File: src/rtl/led_sequencer_pkg.sv
// Shared encodings and helpers for the LED pattern sequencer.
package led_sequencer_pkg;

    // Pattern mode encodings as presented on the mode port.
    typedef enum logic [1:0] {
        MODE_BOUNCE = 2'd0,
        MODE_ROTATE = 2'd1,
        MODE_COUNT  = 2'd2,
        MODE_BLINK  = 2'd3
    } mode_e;

    // Travel direction of the bounce pattern; left means towards the MSB.
    typedef enum logic {
        DIR_LEFT  = 1'b0,
        DIR_RIGHT = 1'b1
    } dir_e;

    // Starting pattern for a mode, active-high, in the low 'width' bits.
    function automatic logic [31:0] init_pattern(input logic [1:0] mode, input int unsigned width);
        logic [31:0] ones;
        ones = (width >= 32) ? 32'hFFFF_FFFF : ((32'd1 << width) - 32'd1);
        case (mode)
            MODE_COUNT: return 32'd0;
            MODE_BLINK: return ones;
            default:    return 32'd1;
        endcase
    endfunction

endpackage

File: src/rtl/led_seq_prescaler.sv
// Step-delay counter: asserts step once every delay+1 enabled cycles.
module led_seq_prescaler #(
    parameter int CNT_W = 32
) (
    input  logic             clk,
    input  logic             rst,
    input  logic             en,
    input  logic             clear,
    input  logic [CNT_W-1:0] delay,
    output logic             step
);

    logic [CNT_W-1:0] r_cnt;

    // A >= compare means shrinking delay below the count steps at once.
    assign step = en && (r_cnt >= delay);

    // Counter restarts on clear or step, advances only while enabled.
    always_ff @(posedge clk or negedge rst) begin
        if (!rst) begin
            r_cnt <= '0;
        end else if (clear || step) begin
            r_cnt <= '0;
        end else if (en) begin
            r_cnt <= r_cnt + CNT_W'(1);
        end
    end

endmodule

File: src/rtl/led_sequencer.sv
// LED pattern generator: bounce, rotate, binary count and blink patterns
// advanced by a programmable prescaler, with registered polarity-adjusted drive.
module led_sequencer
    import led_sequencer_pkg::*;
#(
    parameter int WIDTH      = 8,
    parameter int CNT_W      = 32,
    parameter bit ACTIVE_LOW = 1'b1
) (
    input  logic             clk,
    input  logic             rst,
    input  logic             en,
    input  logic [1:0]       mode,
    input  logic [CNT_W-1:0] delay,
    input  logic             restart,
    output logic [WIDTH-1:0] led,
    output logic             tick
);

    localparam logic [WIDTH-1:0] PAT_RESET = WIDTH'(1);
    localparam logic [WIDTH-1:0] LED_RESET = ACTIVE_LOW ? ~PAT_RESET : PAT_RESET;

    logic [WIDTH-1:0] r_pat;
    logic [WIDTH-1:0] r_pat_next;
    logic [WIDTH-1:0] r_led;
    dir_e             r_dir;
    dir_e             r_dir_next;
    mode_e            r_mode_q;
    mode_e            r_mode_q_next;
    logic             r_tick;
    logic             r_tick_next;

    logic             w_step;
    logic             w_mode_chg;
    logic             w_clear;
    logic [31:0]      w_init_full;
    logic [WIDTH-1:0] w_init;
    logic [WIDTH-1:0] w_led_next;

    assign w_mode_chg  = (mode != r_mode_q);
    assign w_clear     = restart || w_mode_chg;
    assign w_init_full = init_pattern(mode, WIDTH);
    assign w_init      = w_init_full[WIDTH-1:0];

    led_seq_prescaler #(
        .CNT_W (CNT_W)
    ) u_prescaler (
        .clk   (clk),
        .rst   (rst),
        .en    (en),
        .clear (w_clear),
        .delay (delay),
        .step  (w_step)
    );

    // Next pattern/direction/mode: restart beats mode change beats step.
    always_comb begin
        r_pat_next    = r_pat;
        r_dir_next    = r_dir;
        r_mode_q_next = r_mode_q;
        r_tick_next   = 1'b0;
        if (restart || w_mode_chg) begin
            r_pat_next    = w_init;
            r_dir_next    = DIR_LEFT;
            r_mode_q_next = mode_e'(mode);
        end else if (w_step) begin
            r_tick_next = 1'b1;
            case (r_mode_q)
                MODE_BOUNCE: begin
                    // Turn around on reaching an end so no end value repeats.
                    if (r_dir == DIR_LEFT && r_pat[WIDTH-1]) begin
                        r_dir_next = DIR_RIGHT;
                        r_pat_next = r_pat >> 1;
                    end else if (r_dir == DIR_RIGHT && r_pat[0]) begin
                        r_dir_next = DIR_LEFT;
                        r_pat_next = r_pat << 1;
                    end else if (r_dir == DIR_LEFT) begin
                        r_pat_next = r_pat << 1;
                    end else begin
                        r_pat_next = r_pat >> 1;
                    end
                end
                MODE_ROTATE: r_pat_next = {r_pat[WIDTH-2:0], r_pat[WIDTH-1]};
                MODE_COUNT:  r_pat_next = r_pat + WIDTH'(1);
                MODE_BLINK:  r_pat_next = ~r_pat;
                default:     r_pat_next = r_pat;
            endcase
        end
    end

    // Per-bit output polarity applied to the next pattern so led and pat move together.
    generate
        for (genvar gi = 0; gi < WIDTH; gi++) begin : g_polarity
            assign w_led_next[gi] = ACTIVE_LOW ? ~r_pat_next[gi] : r_pat_next[gi];
        end
    endgenerate

    // State and output registers.
    always_ff @(posedge clk or negedge rst) begin
        if (!rst) begin
            r_pat    <= PAT_RESET;
            r_dir    <= DIR_LEFT;
            r_mode_q <= MODE_BOUNCE;
            r_tick   <= 1'b0;
            r_led    <= LED_RESET;
        end else begin
            r_pat    <= r_pat_next;
            r_dir    <= r_dir_next;
            r_mode_q <= r_mode_q_next;
            r_tick   <= r_tick_next;
            r_led    <= w_led_next;
        end
    end

    assign led  = r_led;
    assign tick = r_tick;

endmodule

File: config.mk
export PLATFORM = sky130hd
export DESIGN_NAME = led_sequencer
export DESIGN_NICKNAME = d
export VERILOG_FILES = /design/src/rtl/led_sequencer_pkg.sv /design/src/rtl/led_seq_prescaler.sv /design/src/rtl/led_sequencer.sv
export SDC_FILE = /design/constraint.sdc
export NUM_CORES = 1
export LEC_CHECK = 0
export ABC_CLOCK_PERIOD_IN_PS = 3500
export CORE_ASPECT_RATIO = 1.75
export CORE_UTILIZATION = 50
export CTS_BUF_LIST = sky130_fd_sc_hd__clkbuf_16
export DETAILED_ROUTE_END_ITERATION = 8
export PLACE_DENSITY = 0.71
export SKIP_CTS_REPAIR_TIMING = 1
export SYNTH_ARGS = -nofsm -noshare
export SYNTH_HDL_FRONTEND = slang
export SYNTH_SLANG_ARGS = --single-unit
File: constraint.sdc
create_clock -name clk -period 3.5 [get_ports clk]
set_input_delay 0.7 -clock clk [delete_from_list [all_inputs] [get_ports clk]]
set_output_delay 0.7 -clock clk [all_outputs]
set_load 0.05 [all_outputs]
==> metrics.txt <==
core outline area 0.006857 mm2; ANT cells 0; FF+latch area 0.001311 mm2; Mean Syn Cell Area 8.833 um2; ratio of cells with drive above 1 in the final layout 7.606%; placed cell count around 520; synth warn 0; Fillers between 600 and 700; max frequency 317.0 MHz; clk buf depth 2; Worst path slowest cell or4_1; #FFs+latches synth 52; mapped cell area 0.003551 mm2; critical path fanouts, max 3; Total Power ~1.4 mW; Async S/R FF share, synth 100.0%; PortBufs 46; layout net count just over 500; Synth area leader dfrtp_1; P_leak 1.978 nW; Post-synth top flop dfrtp_1; DR vias/cell ~5.7; via count roughly 3,000; H-tree levels 2; worst-margin pin slew 0.6786 ns; GP Congestion 0.9368; Post-synth EDFFs 0; synth top area cells dfrtp_1 (31%), ha_1 (12%), dfstp_2 (5.9%); Min-Delay Path Class in2async; P per Cell Area 319.7 mW/mm2; Wirelength per Cell 15.42 um; total track usage 23.94%; kind of cell adding the most delay to the critical path compound AO/OA/AOI/OAI gates; post-route ant nets 0; WP buf/inv 1; Worst Skew 0.01007 ns; CP Data Required Time 3.71 ns; clk sinks between 50 and 60; setup tns final 0 ns; clock slew at reported path FFs 0.07 ns; Final Hold Vio Count 0; setup violators final 0; clk root buf clkbuf_16; drt first pass iters 5; post-synthesis cell type count 50; syn nets approximately 470; critical path class in2reg; num rows 40; Starting Density 51.79%; CTS tree built; relative slew slack a little over half; Yosys top cell area share 31.01%; DRC 0; Tcrit/Tclk final 90.14%; Slowest Stage Delay on Critical Path 0.49 ns; outcome completed; Seq/Total Area, Yosys 36.93%; largest net degree at the start of global routing 28; critical path capture point type flop; crit path DAT 3.36 ns; first-pass GRT wire length about 14,000 um; vertical die dimension 113.5 um; RSZ-0062 raised after global routing no; clock latency on the worst-skew pair 0.29 ns; P&R area growth vs syn 20.08%; worst vdd ir 0.2559 mV; CP startpoint kind input pin; pre-CTS setup slack 0.03649 ns; antenna violations before repair 0; CTS Buf Count 5; hpwl dp roughly 6300 um; die area roughly 0.0075 mm2; Layout Cells excl Fill 531; Cell Chain, Critical Path clkdlybuf4s50_1 > ha_1 > nand2b_4 > a2111o_1 > a211oi_2 > o21ai_1 > a21o_1 > or4_1 > a31oi_1; I/O pins 47; Max Cap Viol 0; Post-Syn Instances 402; total congestion overflow 0; Slew Limit Fails 0; Period minus WS final around 3.2 ns; Detailed Route WL 8188 um; vias in the first global route 3,080; final worst slack 0.3452 ns; area of the multi-input gates 0.002008 mm2; die width 65.71 um; Layout Utilization 62.19%; DR iter-0 viols 188
==> report_power, final <==
part	switching [mW]	internal, mW
combinational	0.130	0.111
clock	0.206	0.259
sequential	0.0290	0.628
total	0.365	0.998
==> layout by cell type (no fill, tap or decap), types with 2 or more instances in the layout <==
| cell | instances |
|---|---|
| a211o_1 | 2 |
| a211oi_1 | 5 |
| a21o_1 | 2 |
| a21oi_1 | 20 |
| a221oi_1 | 3 |
| a31oi_1 | 5 |
| and3_1 | 11 |
| and4_1 | 8 |
| buf_12 | 2 |
| buf_4 | 8 |
| clkbuf_16 | 5 |
| clkdlybuf4s50_1 | 45 |
| dfrtp_1 | 44 |
| dfstp_2 | 8 |
| ha_1 | 34 |
| inv_1 | 41 |
| mux2_2 | 6 |
| mux2i_1 | 5 |
| nand2_1 | 31 |
| nand3_1 | 28 |
| nand3b_1 | 2 |
| nand4_1 | 3 |
| nor2_1 | 41 |
| nor3_1 | 4 |
| o211ai_1 | 2 |
| o21a_1 | 5 |
| o21ai_0 | 18 |
| o21ai_1 | 2 |
| o22ai_1 | 2 |
| or4_1 | 2 |
| xnor2_1 | 10 |
| xor2_1 | 22 |
==> cell type report <==
| class | instances | share of cell area, % |
|---|---|---|
| tap | 84 | 2.465 |
| sequential | 52 | 30.75 |
| multi-input combinational | 292 | 47.10 |
| clock buffer | 5 | 2.934 |
| clock inverter | 3 | 0.2934 |
| timing repair buffer | 56 | 13.03 |
| inverter | 39 | 3.433 |
==> final timing paths <==
path	slack (ns)	cells after the start	startpoint	end
setup reg to reg	0.74	9	u_prescaler.r_cnt[0]$_DFFE_PN0P_	u_prescaler.r_cnt[7]$_DFFE_PN0P_
setup / recovery	0.35	9	delay[0]	u_prescaler.r_cnt[7]$_DFFE_PN0P_
min in group clk	0.57	2	u_prescaler.r_cnt[31]$_DFFE_PN0P_	u_prescaler.r_cnt[31]$_DFFE_PN0P_
max in group asynchronous	2.44	2	rst	asynchronous set/reset pin
hold reg to reg	0.57	2	u_prescaler.r_cnt[31]$_DFFE_PN0P_	u_prescaler.r_cnt[31]$_DFFE_PN0P_
hold / removal	0.39	1	rst	r_dir$_DFFE_PN0P_
==> per-stage QoR <==
stage	area, um2	hold WS (ns)
2_1_floorplan	3551	0.4044
3_3_place_gp	4126	0.5454
3_5_place_dp	4126	0.5466
4_1_cts	4264	0.4090
5_1_grt	4264	0.4352
6_report	4264	0.3931
==> synth_stat cells (6+ instances only) <==
cell type and number:
o21ai_0 18, xor2_1 22, dfstp_2 8, nand2_1 31
ha_1 34, clkbuf_1 13, and3_1 11, mux2_2 6
nor2_1 41, a21oi_1 20, xnor2_1 10, dfrtp_1 44
and4_1 8, inv_1 39, nand3_1 28
==> logic make-up (layout without fill, tap and decap cells) <==
logic type / after synthesis / count (layout) / synth area share, %
adders and majority gates: 34 / 34 / 11.98
xor gates and xnor gates: 32 / 32 / 7.893
muxes: 11 / 11 / 3.312
buffers and inverters: 58 / 103 / 6.519
and+or+nand+nor: 136 / 136 / 18.78
AOI/OAI and AO/OA: 79 / 79 / 14.59
DFF: 52 / 52 / 36.93
==> layer usage <==
metal	wire, um	vias to the layer above	global-route usage, %	part of all wire, %
li1	-	1490	-	-
met1	3166	1459	24.13	39
met2	4595	56	46.46	56
met3	238	16	3.700	2.9
met4	187	0	9.565	2.3
met5	0	-	0	0
Note: power is estimated with default switching activity, not from simulation.
